[config.mk]
export PLATFORM = sky130hd
export DESIGN_NAME = dsp_mac_slice_flat
export DESIGN_NICKNAME = d
export VERILOG_FILES = /design/src/rtl/dsp_mac_if.sv /design/src/rtl/dsp_mac_slice.sv /design/src/flat_wrapper.sv
export SDC_FILE = /design/constraint.sdc
export NUM_CORES = 2
export LEC_CHECK = 0
export CAP_MARGIN = 20
export CORE_UTILIZATION = 61
export CTS_CLUSTER_DIAMETER = 120
export DETAILED_ROUTE_END_ITERATION = 16
export DONT_BUFFER_PORTS = 1
export PLACE_DENSITY = 0.83
export SYNTH_ARGS = -nofsm -noshare
export SYNTH_HDL_FRONTEND = slang
export SYNTH_SLANG_ARGS = --single-unit
[constraint.sdc]
create_clock -name clk -period 9.9 [get_ports clk]
set_input_delay 0.99 -clock clk [delete_from_list [all_inputs] [get_ports clk]]
set_output_delay 0.99 -clock clk [all_outputs]
set_load 0.01 [all_outputs]
[src/rtl/dsp_mac_if.sv]
// Operand/result bundle for the dsp_mac_slice arithmetic tile.
// The master side drives operands and control; the slave side returns results.
interface dsp_mac_if #(
    parameter int unsigned A_WIDTH = 18,
    parameter int unsigned B_WIDTH = 18,
    parameter int unsigned P_WIDTH = 48
);
    logic                 ce_i;
    logic                 in_valid_i;
    logic [A_WIDTH-1:0]   a_i;
    logic [B_WIDTH-1:0]   b_i;
    logic [B_WIDTH-1:0]   d_i;
    logic [P_WIDTH-1:0]   c_i;
    logic [P_WIDTH-1:0]   pcin_i;
    logic                 carryin_i;
    logic [4:0]           opmode_i;
    logic [P_WIDTH-1:0]   p_o;
    logic [P_WIDTH-1:0]   pcout_o;
    logic [B_WIDTH-1:0]   bcout_o;
    logic                 out_valid_o;
    logic                 overflow_o;
    logic                 patdet_o;

    modport master (
        output ce_i, in_valid_i, a_i, b_i, d_i, c_i, pcin_i, carryin_i, opmode_i,
        input  p_o, pcout_o, bcout_o, out_valid_o, overflow_o, patdet_o
    );

    modport slave (
        input  ce_i, in_valid_i, a_i, b_i, d_i, c_i, pcin_i, carryin_i, opmode_i,
        output p_o, pcout_o, bcout_o, out_valid_o, overflow_o, patdet_o
    );
endinterface

[src/rtl/dsp_mac_slice.sv]
// Three-stage signed MAC slice: pre-adder, multiplier, post-adder/accumulator
// with valid tracking, overflow saturation/wrap and registered pattern detect.
module dsp_mac_slice #(
    parameter int unsigned        A_WIDTH  = 18,
    parameter int unsigned        B_WIDTH  = 18,
    parameter int unsigned        P_WIDTH  = 48,
    parameter bit                 SATURATE = 1'b1,
    parameter logic [P_WIDTH-1:0] PATTERN  = '0,
    parameter logic [P_WIDTH-1:0] MASK     = '0
) (
    input logic          clk,
    input logic          rst_n,
    dsp_mac_if.slave     bus
);
    localparam int unsigned PRE_W = B_WIDTH + 1;
    localparam int unsigned M_W   = A_WIDTH + B_WIDTH + 1;
    localparam int unsigned S_W   = P_WIDTH + 2;

    localparam logic [P_WIDTH-1:0] P_MAX = {1'b0, {(P_WIDTH-1){1'b1}}};
    localparam logic [P_WIDTH-1:0] P_MIN = {1'b1, {(P_WIDTH-1){1'b0}}};

    // Stage 1
    logic signed [A_WIDTH-1:0] a1_q, a1_d;
    logic signed [B_WIDTH-1:0] b1_q, b1_d;
    logic signed [B_WIDTH-1:0] d1_q, d1_d;
    logic [P_WIDTH-1:0]        c1_q, c1_d;
    logic [4:0]                op1_q, op1_d;
    logic                      cin1_q, cin1_d;
    logic                      v1_q, v1_d;

    // Stage 2
    logic signed [M_W-1:0]     m2_q, m2_d;
    logic [P_WIDTH-1:0]        c2_q, c2_d;
    logic [4:0]                op2_q, op2_d;
    logic                      cin2_q, cin2_d;
    logic                      v2_q, v2_d;

    // Stage 3 / outputs
    logic [P_WIDTH-1:0]        p_q, p_d;
    logic                      ovf_q, ovf_d;
    logic                      pat_q, pat_d;
    logic                      ov_q, ov_d;

    logic signed [PRE_W-1:0]   pre;
    logic [P_WIDTH-1:0]        z;
    logic [S_W-1:0]            z_ext, m_ext, cin_ext, sum;
    logic                      sum_ovf;
    logic [P_WIDTH-1:0]        p_next;

    // Datapath and next-state; every register holds unless CE (and, for P, valid).
    always_comb begin
        a1_d   = a1_q;
        b1_d   = b1_q;
        d1_d   = d1_q;
        c1_d   = c1_q;
        op1_d  = op1_q;
        cin1_d = cin1_q;
        v1_d   = v1_q;
        m2_d   = m2_q;
        c2_d   = c2_q;
        op2_d  = op2_q;
        cin2_d = cin2_q;
        v2_d   = v2_q;
        p_d    = p_q;
        ovf_d  = ovf_q;
        pat_d  = pat_q;
        ov_d   = ov_q;

        case (op1_q[1:0])
            2'b01:   pre = PRE_W'(d1_q) + PRE_W'(b1_q);
            2'b10:   pre = PRE_W'(d1_q) - PRE_W'(b1_q);
            default: pre = PRE_W'(b1_q);
        endcase

        case (op2_q[3:2])
            2'b00:   z = '0;
            2'b01:   z = c2_q;
            2'b10:   z = p_q;
            default: z = bus.pcin_i;
        endcase

        // Exact sum with two guard bits; overflow when the guard bits disagree with the sign.
        z_ext   = S_W'($signed(z));
        m_ext   = S_W'(m2_q);
        cin_ext = S_W'(cin2_q);
        if (op2_q[4]) sum = z_ext - (m_ext + cin_ext);
        else          sum = z_ext + m_ext + cin_ext;
        sum_ovf = ~((&sum[S_W-1:P_WIDTH-1]) | ~(|sum[S_W-1:P_WIDTH-1]));

        if (SATURATE && sum_ovf) p_next = sum[S_W-1] ? P_MIN : P_MAX;
        else                     p_next = sum[P_WIDTH-1:0];

        if (bus.ce_i) begin
            a1_d   = bus.a_i;
            b1_d   = bus.b_i;
            d1_d   = bus.d_i;
            c1_d   = bus.c_i;
            op1_d  = bus.opmode_i;
            cin1_d = bus.carryin_i;
            v1_d   = bus.in_valid_i;

            m2_d   = M_W'(a1_q) * M_W'(pre);
            c2_d   = c1_q;
            op2_d  = op1_q;
            cin2_d = cin1_q;
            v2_d   = v1_q;

            ov_d   = v2_q;
            if (v2_q) begin
                p_d   = p_next;
                ovf_d = sum_ovf;
                pat_d = (((p_next ^ PATTERN) & ~MASK) == '0);
            end
        end
    end

    always_ff @(posedge clk or negedge rst_n) begin
        if (!rst_n) begin
            a1_q   <= '0;
            b1_q   <= '0;
            d1_q   <= '0;
            c1_q   <= '0;
            op1_q  <= '0;
            cin1_q <= 1'b0;
            v1_q   <= 1'b0;
            m2_q   <= '0;
            c2_q   <= '0;
            op2_q  <= '0;
            cin2_q <= 1'b0;
            v2_q   <= 1'b0;
            p_q    <= '0;
            ovf_q  <= 1'b0;
            pat_q  <= 1'b0;
            ov_q   <= 1'b0;
        end else begin
            a1_q   <= a1_d;
            b1_q   <= b1_d;
            d1_q   <= d1_d;
            c1_q   <= c1_d;
            op1_q  <= op1_d;
            cin1_q <= cin1_d;
            v1_q   <= v1_d;
            m2_q   <= m2_d;
            c2_q   <= c2_d;
            op2_q  <= op2_d;
            cin2_q <= cin2_d;
            v2_q   <= v2_d;
            p_q    <= p_d;
            ovf_q  <= ovf_d;
            pat_q  <= pat_d;
            ov_q   <= ov_d;
        end
    end

    assign bus.p_o         = p_q;
    assign bus.pcout_o     = p_q;
    assign bus.bcout_o     = b1_q;
    assign bus.out_valid_o = ov_q;
    assign bus.overflow_o  = ovf_q;
    assign bus.patdet_o    = pat_q;
endmodule

[src/flat_wrapper.sv]
// flat-port wrapper written by rule: the top's interface ports become plain ports
module dsp_mac_slice_flat 
#(
    parameter int unsigned        A_WIDTH  = 18,
    parameter int unsigned        B_WIDTH  = 18,
    parameter int unsigned        P_WIDTH  = 48,
    parameter bit                 SATURATE = 1'b1,
    parameter logic [P_WIDTH-1:0] PATTERN  = '0,
    parameter logic [P_WIDTH-1:0] MASK     = '0
)
  (clk, rst_n, bus_ce_i, bus_in_valid_i, bus_a_i, bus_b_i, bus_d_i, bus_c_i, bus_pcin_i, bus_carryin_i, bus_opmode_i, bus_p_o, bus_pcout_o, bus_bcout_o, bus_out_valid_o, bus_overflow_o, bus_patdet_o);
  dsp_mac_if #(.A_WIDTH(A_WIDTH), .B_WIDTH(B_WIDTH), .P_WIDTH(P_WIDTH)) bus_i ();
  input logic clk;
  input logic rst_n;
  input wire logic [$bits(bus_i.ce_i)-1:0] bus_ce_i;
  input wire logic [$bits(bus_i.in_valid_i)-1:0] bus_in_valid_i;
  input wire logic [$bits(bus_i.a_i)-1:0] bus_a_i;
  input wire logic [$bits(bus_i.b_i)-1:0] bus_b_i;
  input wire logic [$bits(bus_i.d_i)-1:0] bus_d_i;
  input wire logic [$bits(bus_i.c_i)-1:0] bus_c_i;
  input wire logic [$bits(bus_i.pcin_i)-1:0] bus_pcin_i;
  input wire logic [$bits(bus_i.carryin_i)-1:0] bus_carryin_i;
  input wire logic [$bits(bus_i.opmode_i)-1:0] bus_opmode_i;
  output wire logic [$bits(bus_i.p_o)-1:0] bus_p_o;
  output wire logic [$bits(bus_i.pcout_o)-1:0] bus_pcout_o;
  output wire logic [$bits(bus_i.bcout_o)-1:0] bus_bcout_o;
  output wire logic [$bits(bus_i.out_valid_o)-1:0] bus_out_valid_o;
  output wire logic [$bits(bus_i.overflow_o)-1:0] bus_overflow_o;
  output wire logic [$bits(bus_i.patdet_o)-1:0] bus_patdet_o;
  assign bus_i.ce_i = bus_ce_i;
  assign bus_i.in_valid_i = bus_in_valid_i;
  assign bus_i.a_i = bus_a_i;
  assign bus_i.b_i = bus_b_i;
  assign bus_i.d_i = bus_d_i;
  assign bus_i.c_i = bus_c_i;
  assign bus_i.pcin_i = bus_pcin_i;
  assign bus_i.carryin_i = bus_carryin_i;
  assign bus_i.opmode_i = bus_opmode_i;
  assign bus_p_o = bus_i.p_o;
  assign bus_pcout_o = bus_i.pcout_o;
  assign bus_bcout_o = bus_i.bcout_o;
  assign bus_out_valid_o = bus_i.out_valid_o;
  assign bus_overflow_o = bus_i.overflow_o;
  assign bus_patdet_o = bus_i.patdet_o;
  dsp_mac_slice #(.A_WIDTH(A_WIDTH), .B_WIDTH(B_WIDTH), .P_WIDTH(P_WIDTH), .SATURATE(SATURATE), .PATTERN(PATTERN), .MASK(MASK)) u_core (.clk(clk), .rst_n(rst_n), .bus(bus_i));
endmodule
## After elaboration in Yosys (flattened, before gate mapping)

Cells that the tools add are included.

| operators by class | value |
|---|---|
| multiply operators | 1 |
| mux-type cells | 5 |
| add/subtract/negate cells | 6 |
| bitwise logic cells | 3 |
| reduce and logical (&&, ||, !) cells | 5 |
| equality and inequality tests | 4 |

Operators with widths:

| kind | count |
|---|---|
| 48-bit one-hot mux with 3 select lines | 1 |
| 48-bit 2-to-1 mux | 2 |
| 50-bit by 1-bit adder with 50-bit output | 1 |
| 50-bit 2-to-1 mux | 1 |
| 48-bit by 37-bit adder with 49-bit output | 1 |
| 48-bit by 38-bit subtractor with 49-bit output | 1 |
| 48-bit logical NOT | 1 |
| 37-bit by 2-bit adder with 38-bit output | 1 |
| 19-bit one-hot mux with 2 select lines | 1 |
| 18-bit by 19-bit multiplier with 37-bit output | 1 |
| 18-bit by 18-bit adder with 19-bit output | 1 |
| 18-bit by 18-bit subtractor with 19-bit output | 1 |
| 2-bit by 1-bit equality test with 1-bit output (second input constant) | 2 |
| 2-bit equality test (second input constant) | 2 |
| 3-bit AND reduction | 1 |
| 3-bit OR reduction | 1 |
| 2-bit logical NOT | 1 |
| 1-bit NOT | 2 |
| 2-bit AND reduction | 1 |
| 1-bit bitwise OR | 1 |

| storage, ports and cells | value |
|---|---|
| flip-flop bits (word level) | 252 |
| word-level logic and storage cells | 40 |
| input port bits | 160 |
| output and inout bits | 117 |

## Depth between registers and ports, before layout

| logic depth | value |
|---|---|
| depth in word-level cells | 10 |
| depth in mapped cells | 50 |
| depth with buffers taken out | 47 |

## Worst setup path before layout

Ideal clock, no wire load.

| path | value |
|---|---|
| kind | register -> register |
| start point | register u_core.op1_q[0] |
| end point | register u_core.m2_q[33] |
| arrival time | 9.846 ns |
| library setup time | 0.125 ns |
| buffers on the path | 3 |
| required time | 9.775 ns |
| clock period less this slack | 9.971 ns |
| setup slack | -0.071 ns |
| cell stages (with the launch flop) | 49 |
| path through | dfrtp_1 inv_1 ha_1 clkbuf_1 clkbuf_1 nor2_1 xnor2_1 ha_1 nor2b_1 o21ai_0 a21boi_0 o21ai_0 a21boi_0 o21ai_0 a21boi_0 o21ai_0 nand2b_1 a31o_2 (+13 left out) fa_1 inv_1 fa_1 inv_1 ha_1 and4_1 a21oi_1 nand2_1 nand2_1 o31ai_1 o41ai_1 o2111ai_1 a31oi_1 nor2b_1 o21ai_0 nor2b_1 xnor2_1 mux2_2 |

| on the way | value |
|---|---|
| longest elaborated chain between the ends | 3 |
| elaborated cells between the ends (all ways) | 4 |
| those cells by class | mul (1); eq/ne (2); mux (1) |

Ends and longest elaborated chain:

| what | RTL line | text |
|---|---|---|
| start, declared | dsp_mac_slice.sv:27 | `logic [4:0] op1_q, op1_d;` |
| start signal, assigned | dsp_mac_slice.sv:140 | `op1_q <= op1_d;` |
| 2-bit equality test or 2-bit by 1-bit equality test with 1-bit output (tied branches) | dsp_mac_slice.sv:69 | `case (op1_q[1:0])` |
| 19-bit one-hot mux with 2 select lines * | dsp_mac_slice.sv:69 |  |
| 18-bit by 19-bit multiplier with 37-bit output * | dsp_mac_slice.sv:102 | `m2_d = M_W'(a1_q) * M_W'(pre);` |
| end signal, assigned | dsp_mac_slice.sv:143 | `m2_q <= m2_d;` |
| end, declared | dsp_mac_slice.sv:32 | `logic signed [M_W-1:0] m2_q, m2_d;` |

Mark *: on every way between the ends. The rest lies on a longest branch, timed or not.
A chain may end at the register's enable or synchronous reset.

## Final worst setup path

| path | value |
|---|---|
| start point | register u_core.b1_q[0] (netlist: u_core.bus.bcout_o[0]) |
| end point | register u_core.m2_q[35] |

| on the way | value |
|---|---|
| longest elaborated chain between the ends | 3 |
| elaborated cells between the ends (all ways) | 4 |
| those cells by class | add/sub (2); mul (1); mux (1) |

Ends and longest elaborated chain:

| what | RTL line | text |
|---|---|---|
| start, declared | dsp_mac_slice.sv:24 | `logic signed [B_WIDTH-1:0] b1_q, b1_d;` |
| start signal, assigned | dsp_mac_slice.sv:120 | `b1_q <= '0;` |
| start signal, assigned | dsp_mac_slice.sv:137 | `b1_q <= b1_d;` |
| 18-bit by 18-bit subtractor with 19-bit output or 18-bit by 18-bit adder with 19-bit output (tied branches) | dsp_mac_slice.sv:71, dsp_mac_slice.sv:70 |  |
| 19-bit one-hot mux with 2 select lines * | dsp_mac_slice.sv:69 |  |
| 18-bit by 19-bit multiplier with 37-bit output * | dsp_mac_slice.sv:102 |  |

Marked as above.

==> impl_metrics.csv <==
group,metric,value,unit
global_route,grt_usage,0.324,
critical_path,critical_path_required,10360,ps
global_route,grt_remaining_overflow,0,
critical_path,timing.critical_path.from,"u_core.bus.bcout_o[0]$_DFFE_PN0P_",
synthesis,muxShareOfSynthArea,0.0870,
timing,skew,17.2,ps
synthesis,synth_largest_type_area_fraction,0.208,
clock_network,clockBufferDepth,3,
critical_path,critical_path.slowest_cell,"fa_1",
routing,drc,12,
status,outcome,"finished with violations",
synthesis,post_synth_fa_ha_maj_area_fraction,0.307,
global_route,grt_max_degree,251,
timing,timing.slew.headroom,0.280,
routing,firstDrtPassIters,12,
global_route,number_of_antenna_violations_at_the_first_check_in_global_routing,4,
synthesis,post_synth_most_frequent_cells,"inv_1 (527), nand2_1 (371), fa_1 (342)",
clock_network,number_of_hold_repair_buffers_added_at_the_cts_stage,0,
routing,detail-route-antenna-nets,0,
critical_path,arrival,10010,ps
critical_path,setup.worst_path.class,"reg -> reg",
clock_network,clkSlewWorstSetupHoldPaths,70,ps
clock_network,cts_tree,"done",
synthesis,yosysSeqAreaShare,0.190,
critical_path,worst_path_dominant_cell_family,"adder cells",
placed_design,place.port_buffers,0,
placed_design,dpl.hpwl,68100,um
timing,max_slew.worst_pin.slew,1070,ps
critical_path,setup.worst_path.start_class,"register",
synthesis,synth_most_common_cell,"inv_1",
critical_path,r2r_end,"u_core.m2_q[35]$_DFFE_PN0P_",
clock_network,inserted_clock_buffers,30,
floorplanning,die_w,234,um
floorplanning,floorplan.initialDensity,0.622,
synthesis,syn_area_per_cell,9.05,sq um
synthesis,synth-compound-area-share,0.129,
routing,drt-wirelength-per-cell,20.5,um
floorplanning,floorplan.die_area,54800,sq um
synthesis,synth_area,32900,sq um
critical_path,timing.critical_path.to_type,"register",
routing,via_count,26088,
min_path,timing.hold.worst.class,"in -> async",
synthesis,synth-edff-count,0,
clock_network,clkSinkCount,250,
global_route,number_of_global_route_vias_before_repair,26643,
synthesis,post_synth_xor_area_fraction,0.0476,
timing,min_period,9550,ps
layout,area_growth,5.16,%
status,violations,"design-rule violations",
critical_path,critical_path_fanouts_max,8,
floorplanning,placementRows,84,
placed_design,placedCellCount,4171,
floorplanning,fp.coreArea,52900,sq um
placed_design,placed_cell_area,33300,sq um
floorplanning,floorplan.io_pins,277,
synthesis,synth_top_family_by_area,"adder cells",
layout,nets,4287,
synthesis,synth_simple_gate_area_share,0.148,
timing,slew_violations,0,
synthesis,syn_inst,3633,
clock_network,clock_root_buffer,"clkbuf_16",
layout,design_area,34600,sq um
clock_network,clock_insertion_delay_worst_skew,600,ps
placed_design,place_congestion,0.983,
synthesis,synth.lib_cells_used.distinct,86,
timing,timing.fmax,105,MHz
critical_path,timing.critical_path.buf_inv,7,
routing,route.final.wire_length,86700,um
routing,average_via_count_per_standard_cell,6.16,
synthesis,synth_seq_cells,250,
synthesis,syn-num-nets,4393,
job,cap_viol_max_count,0,
synthesis,synth_async_sr_flop_share,1.00,
timing,finalHoldViolCount,0,
critical_path,reg2reg_setup_slack,350,ps
global_route,first_pass_grt_wire_length,139000,um
synthesis,synth_top_flop_cell,"dfrtp_1",
timing,report.final.setup_viol,0,
synthesis,ys_top_cells_by_area,"fa_1 (21%), dfrtp_1 (19%), ha_1 (9.8%), mux2_2 (8.2%), inv_1 (6.0%)",
critical_path,worst-r2r-cell-count,44,
timing,post-route-period-util,0.965,
layout,layout-drive-gt1-share,0.127,
clock_network,number_of_h_tree_levels,1,
layout,post_layout_nonfiller_instances,4237,
critical_path,critical-path-top-cell-by-count,"fa_1",
synthesis,yosysWarningCount,0,
critical_path,max_stage_delay,520,ps
routing,detail_route.iter0.violations,1859,
synthesis,synth_area_leader_cell,"fa_1",
floorplanning,die_y,234,um
critical_path,crit-reg2reg-launch,"u_core.bus.bcout_o[0]$_DFFE_PN0P_",
flip-flops by register name, indices dropped and copies added (netlist names):
signal,count
u_core.bus.p_o,48
u_core.c1_q,48
u_core.m2_q,37
u_core.bus.bcout_o,18
u_core.bus.overflow_o,1
u_core.op2_q,3
u_core.cin1_q,1
u_core.v1_q,1
u_core.v2_q,1
u_core.cin2_q,1
u_core.bus.patdet_o,1
u_core.op1_q,5
u_core.c2_q,48
u_core.bus.out_valid_o,1
u_core.d1_q,18
u_core.a1_q,18
timing repair:
item                       in CTS  in global routing
setup endpoints to repair       4                 10
setup buffers                   3                  9
gates cloned                    0                  0
pin swaps                       2                 25
gates resized for setup         9                 48
final cells by class:
cell class              instances  area [sq um]
flip-flops and latches        250          6260
inverters                     528          1980
clock inverters                12           133
repair buffers                 77           607
fillers                      4160         18300
clock buffers                  41           863
diodes                          1          2.50
multi-input cells            2640         23900
well taps                     688           861
layout by cell type, fill, tap and decap left out, drive strengths merged, types with 22 or more instances in the layout:
cell    instances
o21a           29
and2          169
a21o           71
inv           530
fa            342
o21ai         137
dfrtp         250
a21oi         155
nand4          27
nor3           53
mux2          238
a22o           49
nor2          138
nand2         371
clkbuf         41
or3            24
ha            258
xnor2         129
xor2           47
o311ai         22
nand3          54
buf            77
how the worst max path moves through the flow:
| stage | cells past startpoint | slack (ps) | endpoint |
|---|---|---|---|
| 6_report | 44 | 350 | u_core.m2_q[35]$_DFFE_PN0P_ |
| 3_5_place_dp | 45 | -280 | u_core.m2_q[36]$_DFFE_PN0P_ |
| 2_1_floorplan | 48 | 70 | u_core.m2_q[33]$_DFFE_PN0P_ |
| 4_1_cts | 45 | 30 | u_core.m2_q[36]$_DFFE_PN0P_ |
| 5_1_grt | 47 | -180 | u_core.m2_q[35]$_DFFE_PN0P_ |
| 3_3_place_gp | 44 | 120 | u_core.m2_q[36]$_DFFE_PN0P_ |
routing by layer:
metal | up-vias | part of all wire | GRT usage
met5 | - | 0.00031 | 0
met2 | 1098 | 0.48 | 0.545
met4 | 4 | 0.057 | 0.163
met3 | 285 | 0.070 | 0.0512
li1 | 11799 | - | -
met1 | 12902 | 0.40 | 0.403
stage by stage:
step | hold WS, ps | utilization | setup WS, ps | setup TNS [ps]
floorplan | 449 | - | 73.9 | 0
global route | 78.0 | 0.654 | -180 | -638
global placement | 481 | 0.630 | 118 | 0
detailed placement | 490 | 0.630 | -281 | -878
CTS | 61.3 | 0.650 | 26.9 | 0
finish | 94.7 | 0.654 | 351 | 0
kinds of logic (layout without fill, tap and decap cells):
logic type	Yosys count	count (layout)
XOR/XNOR	177	177
buffers and inverters	743	658
multiplexers	256	256
AND/OR/NAND/NOR	974	974
flip-flops	250	250
other	0	1
adder cells (fa/ha/maj)	601	601
AO/OA/AOI/OAI	632	632
Power is left out: the tool's default activity adds up to more than one toggle a clock period on the data nets, which glitch-free logic cannot reach.
